## src/rtl/pipe_hazard_ctrl_if.sv

```systemverilog
// Hazard-control bundle between the IF/ID/EXE pipeline and its sequencer.
//   master : pipeline side; drives ID/EXE status, receives hold/bubble/flush controls
//   slave  : sequencer side (pipe_hazard_ctrl)
// Signals:
//   id_valid, id_rs1_addr, id_rs2_addr, id_rs1_used, id_rs2_used, id_muldiv : ID stage status
//   ex_rd_addr, ex_wb_en, ex_mem_rd, ex_br_taken                            : ID_EXE / EXE status
//   mem_wait                                                                : data memory not ready
//   stall_pc, stall_if_id, hold_id_exe, bubble_id_exe, flush_if_id,
//   hold_ex_mem                                                             : register controls
//   muldiv_busy, muldiv_done                                                : MUL/DIV occupancy status
//   stall_cycles                                                            : saturating stall counter
interface pipe_hazard_ctrl_if #(
  parameter int CNT_W = 32
);
  logic             id_valid;
  logic [4:0]       id_rs1_addr;
  logic [4:0]       id_rs2_addr;
  logic             id_rs1_used;
  logic             id_rs2_used;
  logic             id_muldiv;
  logic [4:0]       ex_rd_addr;
  logic             ex_wb_en;
  logic             ex_mem_rd;
  logic             ex_br_taken;
  logic             mem_wait;
  logic             stall_pc;
  logic             stall_if_id;
  logic             hold_id_exe;
  logic             bubble_id_exe;
  logic             flush_if_id;
  logic             hold_ex_mem;
  logic             muldiv_busy;
  logic             muldiv_done;
  logic [CNT_W-1:0] stall_cycles;

  modport master (
    output id_valid, id_rs1_addr, id_rs2_addr, id_rs1_used, id_rs2_used, id_muldiv,
    output ex_rd_addr, ex_wb_en, ex_mem_rd, ex_br_taken, mem_wait,
    input  stall_pc, stall_if_id, hold_id_exe, bubble_id_exe, flush_if_id, hold_ex_mem,
    input  muldiv_busy, muldiv_done, stall_cycles
  );

  modport slave (
    input  id_valid, id_rs1_addr, id_rs2_addr, id_rs1_used, id_rs2_used, id_muldiv,
    input  ex_rd_addr, ex_wb_en, ex_mem_rd, ex_br_taken, mem_wait,
    output stall_pc, stall_if_id, hold_id_exe, bubble_id_exe, flush_if_id, hold_ex_mem,
    output muldiv_busy, muldiv_done, stall_cycles
  );
endinterface

```

## src/rtl/pipe_hazard_ctrl.sv

```systemverilog
// Pipeline sequencer for the IF/ID/EXE stages.
// Detects load-use hazards, tracks multi-cycle MUL/DIV occupancy of EXE, flushes on
// taken branches and freezes the whole pipe while data memory is not ready.
// Ports:
//   clk : clock, all state updates on posedge
//   rst : synchronous active-low reset
//   bus : pipe_hazard_ctrl_if.slave (status in, hold/bubble/flush controls out,
//         MUL/DIV status and saturating stall-cycle counter out)
// Parameters:
//   MULDIV_LAT : EXE cycles occupied by a MUL/DIV (>= 2)
//   CNT_W      : width of the stall-cycle counter (must match the interface)
module pipe_hazard_ctrl #(
  parameter int MULDIV_LAT = 4,
  parameter int CNT_W      = 32
) (
  input  logic           clk,
  input  logic           rst,
  pipe_hazard_ctrl_if.slave bus
);

  localparam int CW = $clog2(MULDIV_LAT + 1);

  typedef enum logic {IDLE, BUSY} state_t;

  state_t           state, state_nxt;
  logic [CW-1:0]    cnt, cnt_nxt;
  logic [CNT_W-1:0] stall_cnt;
  logic             load_use;

  logic stall_pc, stall_if_id, hold_id_exe, bubble_id_exe;
  logic flush_if_id, hold_ex_mem, muldiv_done;

  function automatic logic [CNT_W-1:0] sat_inc(input logic [CNT_W-1:0] v);
    return (&v) ? v : v + CNT_W'(1);
  endfunction

  // A load in EXE whose destination is read by the instruction in ID; x0 never conflicts.
  always_comb begin
    load_use = bus.ex_mem_rd & bus.ex_wb_en & (bus.ex_rd_addr != 5'd0) & bus.id_valid &
               ((bus.id_rs1_used & (bus.id_rs1_addr == bus.ex_rd_addr)) |
                (bus.id_rs2_used & (bus.id_rs2_addr == bus.ex_rd_addr)));
  end

  // Next-state and control outputs, highest-priority condition first.
  always_comb begin
    state_nxt     = state;
    cnt_nxt       = cnt;
    stall_pc      = 1'b0;
    stall_if_id   = 1'b0;
    hold_id_exe   = 1'b0;
    bubble_id_exe = 1'b0;
    flush_if_id   = 1'b0;
    hold_ex_mem   = 1'b0;
    muldiv_done   = 1'b0;

    if (bus.mem_wait) begin
      // Whole pipe frozen; FSM and occupancy counter keep their values.
      stall_pc    = 1'b1;
      stall_if_id = 1'b1;
      hold_id_exe = 1'b1;
      hold_ex_mem = 1'b1;
    end else if (state == IDLE && bus.ex_br_taken) begin
      // Wrong-path instructions in IF and ID are killed; any hazard they raised is moot.
      flush_if_id   = 1'b1;
      bubble_id_exe = 1'b1;
    end else if (state == BUSY) begin
      stall_pc    = 1'b1;
      stall_if_id = 1'b1;
      hold_id_exe = 1'b1;
      cnt_nxt     = cnt - CW'(1);
      if (cnt == CW'(1)) begin
        // Last EXE cycle: the result moves on and a bubble follows it, so the
        // waiting instruction in ID issues on the next cycle.
        muldiv_done   = 1'b1;
        hold_id_exe   = 1'b0;
        bubble_id_exe = 1'b1;
        state_nxt     = IDLE;
      end
    end else if (load_use) begin
      stall_pc      = 1'b1;
      stall_if_id   = 1'b1;
      bubble_id_exe = 1'b1;
    end else if (bus.id_valid && bus.id_muldiv) begin
      // MUL/DIV enters EXE this cycle and occupies it for MULDIV_LAT-1 more cycles.
      state_nxt = BUSY;
      cnt_nxt   = CW'(MULDIV_LAT - 1);
    end
  end

  always_ff @(posedge clk) begin
    if (!rst) begin
      state     <= IDLE;
      cnt       <= '0;
      stall_cnt <= '0;
    end else begin
      state <= state_nxt;
      cnt   <= cnt_nxt;
      if (stall_pc) begin
        stall_cnt <= sat_inc(stall_cnt);
      end
    end
  end

  assign bus.stall_pc      = stall_pc;
  assign bus.stall_if_id   = stall_if_id;
  assign bus.hold_id_exe   = hold_id_exe;
  assign bus.bubble_id_exe = bubble_id_exe;
  assign bus.flush_if_id   = flush_if_id;
  assign bus.hold_ex_mem   = hold_ex_mem;
  assign bus.muldiv_busy   = (state == BUSY);
  assign bus.muldiv_done   = muldiv_done;
  assign bus.stall_cycles  = stall_cnt;

endmodule
```

## src/flat_wrapper.sv

```systemverilog
// flat-port wrapper written by rule: the top's interface ports become plain ports
module pipe_hazard_ctrl_flat 
#(
  parameter int MULDIV_LAT = 4,
  parameter int CNT_W      = 32
)
  (clk, rst, bus_id_valid, bus_id_rs1_addr, bus_id_rs2_addr, bus_id_rs1_used, bus_id_rs2_used, bus_id_muldiv, bus_ex_rd_addr, bus_ex_wb_en, bus_ex_mem_rd, bus_ex_br_taken, bus_mem_wait, bus_stall_pc, bus_stall_if_id, bus_hold_id_exe, bus_bubble_id_exe, bus_flush_if_id, bus_hold_ex_mem, bus_muldiv_busy, bus_muldiv_done, bus_stall_cycles);
  pipe_hazard_ctrl_if #(.CNT_W(CNT_W)) bus_i ();
  input  logic clk;
  input  logic rst;
  input wire logic [$bits(bus_i.id_valid)-1:0] bus_id_valid;
  input wire logic [$bits(bus_i.id_rs1_addr)-1:0] bus_id_rs1_addr;
  input wire logic [$bits(bus_i.id_rs2_addr)-1:0] bus_id_rs2_addr;
  input wire logic [$bits(bus_i.id_rs1_used)-1:0] bus_id_rs1_used;
  input wire logic [$bits(bus_i.id_rs2_used)-1:0] bus_id_rs2_used;
  input wire logic [$bits(bus_i.id_muldiv)-1:0] bus_id_muldiv;
  input wire logic [$bits(bus_i.ex_rd_addr)-1:0] bus_ex_rd_addr;
  input wire logic [$bits(bus_i.ex_wb_en)-1:0] bus_ex_wb_en;
  input wire logic [$bits(bus_i.ex_mem_rd)-1:0] bus_ex_mem_rd;
  input wire logic [$bits(bus_i.ex_br_taken)-1:0] bus_ex_br_taken;
  input wire logic [$bits(bus_i.mem_wait)-1:0] bus_mem_wait;
  output wire logic [$bits(bus_i.stall_pc)-1:0] bus_stall_pc;
  output wire logic [$bits(bus_i.stall_if_id)-1:0] bus_stall_if_id;
  output wire logic [$bits(bus_i.hold_id_exe)-1:0] bus_hold_id_exe;
  output wire logic [$bits(bus_i.bubble_id_exe)-1:0] bus_bubble_id_exe;
  output wire logic [$bits(bus_i.flush_if_id)-1:0] bus_flush_if_id;
  output wire logic [$bits(bus_i.hold_ex_mem)-1:0] bus_hold_ex_mem;
  output wire logic [$bits(bus_i.muldiv_busy)-1:0] bus_muldiv_busy;
  output wire logic [$bits(bus_i.muldiv_done)-1:0] bus_muldiv_done;
  output wire logic [$bits(bus_i.stall_cycles)-1:0] bus_stall_cycles;
  assign bus_i.id_valid = bus_id_valid;
  assign bus_i.id_rs1_addr = bus_id_rs1_addr;
  assign bus_i.id_rs2_addr = bus_id_rs2_addr;
  assign bus_i.id_rs1_used = bus_id_rs1_used;
  assign bus_i.id_rs2_used = bus_id_rs2_used;
  assign bus_i.id_muldiv = bus_id_muldiv;
  assign bus_i.ex_rd_addr = bus_ex_rd_addr;
  assign bus_i.ex_wb_en = bus_ex_wb_en;
  assign bus_i.ex_mem_rd = bus_ex_mem_rd;
  assign bus_i.ex_br_taken = bus_ex_br_taken;
  assign bus_i.mem_wait = bus_mem_wait;
  assign bus_stall_pc = bus_i.stall_pc;
  assign bus_stall_if_id = bus_i.stall_if_id;
  assign bus_hold_id_exe = bus_i.hold_id_exe;
  assign bus_bubble_id_exe = bus_i.bubble_id_exe;
  assign bus_flush_if_id = bus_i.flush_if_id;
  assign bus_hold_ex_mem = bus_i.hold_ex_mem;
  assign bus_muldiv_busy = bus_i.muldiv_busy;
  assign bus_muldiv_done = bus_i.muldiv_done;
  assign bus_stall_cycles = bus_i.stall_cycles;
  pipe_hazard_ctrl #(.MULDIV_LAT(MULDIV_LAT), .CNT_W(CNT_W)) u_core (.clk(clk), .rst(rst), .bus(bus_i));
endmodule
```

## config.mk

```make
export PLATFORM = sky130hd
export DESIGN_NAME = pipe_hazard_ctrl_flat
export DESIGN_NICKNAME = d
export VERILOG_FILES = /design/src/rtl/pipe_hazard_ctrl_if.sv /design/src/rtl/pipe_hazard_ctrl.sv /design/src/flat_wrapper.sv
export SDC_FILE = /design/constraint.sdc
export NUM_CORES = 1
export LEC_CHECK = 0
export ABC_AREA = 1
export BUFFER_PORTS_ARGS = -buffer_cell sky130_fd_sc_hd__buf_2
export CORE_AREA = 2 2 125 97
export DETAILED_ROUTE_END_ITERATION = 16
export DIE_AREA = 0 0 127 99
export SLEW_MARGIN = 25
export SYNTH_ARGS = -nofsm -noshare
export SYNTH_HDL_FRONTEND = slang
export SYNTH_SLANG_ARGS = --single-unit
```

## constraint.sdc

```tcl
create_clock -name clk -period 4.1 [get_ports clk]
set_input_delay 0.41 -clock clk [delete_from_list [all_inputs] [get_ports clk]]
set_output_delay 0.41 -clock clk [all_outputs]
set_load 0.02 [all_outputs]
```

==> summary.txt <==
Power and ir drop
  • Pwr dens: 312 nW/um^2
  • Cell Int Power: roughly 0.69 mW
  • Net Sw Power: between 0.3 and 0.4 mW
  • Static Leakage: 1.75 nW
  • Logic pwr share: between 20% and 30%
  • Sequential share of power: 41.1%
  • Sw frac: between 30 and 40%
  • Clk pwr share: around a third
  • Peak VDD IR: 0.171 mV
  • Final Total Pwr: 1.04 mW

Floorplan
  • Initial core utilization: 24.6%
  • Die area: approximately 13000 sq um
  • Die W: ~130 um
  • Core Area: approximately 11000 sq um
  • Site row count: 34
  • Die H: around 99 um
  • Boundary Pins: 65

Detailed routing
  • Drt via density: around 4.2
  • Drt pass-1 iters: 5
  • DR WL/cell: roughly 12 um
  • Post-DRT Antenna Nets: 0
  • Final WL: 8250 um
  • Initial DRC count: ~230
  • DR DRC count: 0
  • Via count: 2985

Global route
  • Global Route Usage Sum: 13.9%
  • Met2 usage: around a fifth
  • Initial antenna violation count: 0
  • Largest net degree at the start of global routing: 48
  • Global-route wire length before repair: 13900 um
  • Gr busiest metal: met1
  • GRT met1 Usage: between 20% and 30%
  • Number of global-route vias before repair: ~2800
  • Met3 usage in global routing: approximately 3%
  • Remaining global-route overflow: 0

STA
  • Relative slew slack: about two fifths
  • Max-slew violations: 0
  • Min Tclk post-route: approximately 2.5 ns
  • Final period utilization: around three fifths
  • # setup viols final: 0
  • Hold slack final: 0.511 ns
  • RSZ-0062 raised after global routing: false
  • Worst Skew: approximately 0.0027 ns
  • Worst-Margin Slew: 0.920 ns
  • Setup TNS: 0 ns
  • Hold Vio Cnt, Final: 0
  • Highest Clock Rate: roughly 400 MHz

Placed design
  • Routability-driven placement congestion ratio: 0.861
  • Port bufs: 64
  • DP HPWL: approximately 6400 um
  • Placed Instance Area: approximately 3200 sq um

Clock tree
  • Clock tree from TritonCTS: yes
  • Sink Count: 36
  • Longest Clk Path Bufs: 2
  • Clock latency on the worst-skew pair: 0.28 ns
  • Cts bufs inserted: 5
  • H-tree level count: 2
  • # hold bufs at CTS: 0
  • Worst-path clk slew: ~0.05 ns
  • Setup repair bufs after CTS: 0
  • Number of gates resized after cts: 0
  • Root Driver: clkbuf_16

Setup path
  • WS Path Type: reg2reg
  • Worst setup SP type: register
  • CP Data Arrival Time: ~2.6 ns
  • Reg-to-reg slack, setup: approximately 1.6 ns
  • Crit path required time: around 4.3 ns
  • Crit path max fanout: 47
  • Setup crit end kind: register

Cells and area
  • Layout fillers: between 1000 and 1500
  • Synthesis-to-finish area growth: 19.4%
  • Layout cells sized above 1: between 10% and 20%
  • Fin nets: around 590
  • Ant diodes: 0
  • Design area: 3320 sq um
  • Most common cell after layout, fill and taps aside: nand2_1
  • Most frequent cells in the layout: nand2_1, nor2_1, inv_1, buf_2, dfxtp_1

Yosys
  • Mux share of post-synthesis cell area: 0%
  • Synthesized flop and latch total: 36
  • XOR/XNOR Fraction of Synth Area: 5.98%
  • Cell area after synthesis: around 2800 sq um
  • Cell count after synthesis: 503
  • Average size of a mapped cell: approximately 5.5 sq um
  • Yosys warning count: 0
  • Post-synth cell types: 25
  • Compound-Gate Fraction of Synth Area: under 10%
  • Post-Synth Simple-Gate Area: approximately half
  • Seq/Total Area, Yosys: 25.9%
  • Post-synthesis adder-cell area fraction: 1.35%
  • Syn_nets: roughly 530
  • Main combinational cell family by area after synthesis: simple AND/OR/NAND/NOR gates

Run status
  • Outcome: finished, final reports clean

Worst hold path
  • Worst Hold Class: in2reg

Run
  • Max_cap viols: 0
worst paths after layout:
path / from / end / cells after the start
setup / recovery: u_core.bus.stall_cycles[0]$_SDFFE_PN0P_ / u_core.bus.stall_cycles[11]$_SDFFE_PN0P_ / 10
hold / removal: bus_id_muldiv / u_core.bus.muldiv_busy$_SDFFE_PN0P_ / 3
setup reg to reg: u_core.bus.stall_cycles[0]$_SDFFE_PN0P_ / u_core.bus.stall_cycles[11]$_SDFFE_PN0P_ / 10
hold reg to reg: u_core.cnt[2]$_SDFFE_PN0P_ / u_core.cnt[2]$_SDFFE_PN0P_ / 2
stage by stage:
| step | util (%) | std cells | setup slack [ns] |
|---|---|---|---|
| 2_1_floorplan | - | 503 | 2.21 |
| 4_1_cts | 29.4 | 703 | 1.63 |
| 5_1_grt | 29.4 | 703 | 1.31 |
| 3_5_place_dp | 28.3 | 698 | 1.48 |
| 6_report | 29.4 | 703 | 1.63 |
| 3_3_place_gp | 28.3 | 698 | 1.51 |
flip-flops by register name (all words and copies together) (netlist names):
register                 count
u_core.bus.muldiv_busy       1
u_core.bus.stall_cycles     32
u_core.cnt                   3
critical path, stage by stage, from the launching register on:
cell     delay (ns)
dfxtp_1        0.38
ha_1           0.22
nand2_1        0.09
nor2_1         0.15
nand4_1        0.12
nor2_2         0.15
nand4_4        0.26
nand3_2        0.71
nand2_1        0.11
nand2_1        0.09
nor2_1         0.05
logic make-up after synthesis:
family | count (synthesis)
flops | 36
compound gates | 6
buf+inv | 98
xor+xnor | 19
fa+ha+maj | 3
simple gates | 341
layer usage:
| layer | up-vias | routed length, um |
|---|---|---|
| li1 | 1626 | - |
| met4 | 0 | 78 |
| met5 | - | 0 |
| met3 | 7 | 582 |
| met2 | 85 | 3080 |
| met1 | 1267 | 4510 |
Yosys cell counts:
| cell type | number | area share [%] |
|---|---|---|
| nand2_1 | 186 | 25 |
| nor2_1 | 100 | 13 |
| inv_1 | 84 | 11 |
| dfxtp_1 | 36 | 26 |
| nand4_1 | 23 | 5.2 |
| nand3_1 | 21 | 3.8 |
| xor2_1 | 18 | 5.7 |
| buf_6 | 4 | 1.6 |
| clkbuf_1 | 4 | 0.54 |
| a21oi_1 | 3 | 0.54 |
| ha_1 | 3 | 1.3 |
| nor3_1 | 3 | 0.54 |
| buf_1 | 2 | 0.27 |
| buf_2 | 2 | 0.36 |
| buf_4 | 2 | 0.54 |
| nand3_2 | 2 | 0.72 |
| o21ai_0 | 2 | 0.36 |
| nand2_2 | 1 | 0.23 |
| nand4_4 | 1 | 0.76 |
| nor2_2 | 1 | 0.23 |
| nor2_4 | 1 | 0.40 |
| nor3b_1 | 1 | 0.27 |
| nor4_1 | 1 | 0.23 |
| o21bai_1 | 1 | 0.27 |
| xnor2_1 | 1 | 0.31 |
power by group through the flow:
stage	Combinational [mW]	Sequential [mW]	Clock, mW
finish	0.259	0.427	0.351
global route	0.297	0.433	0.377
detailed placement	0.259	0.434	0
global placement	0.258	0.435	0
CTS	0.260	0.427	0.366
floorplan	0.155	0.454	0
area by class of cell:
type	count	area (sq um)	share of cell area, %
Tap cell	144	180	5.42
Timing Repair Buffer	65	328	9.87
Multi-Input combinational cell	369	1650	49.8
Sequential cell	36	721	21.7
Inverter	84	315	9.49
Clock buffer	5	125	3.77
(Power assumes the default switching activity.)
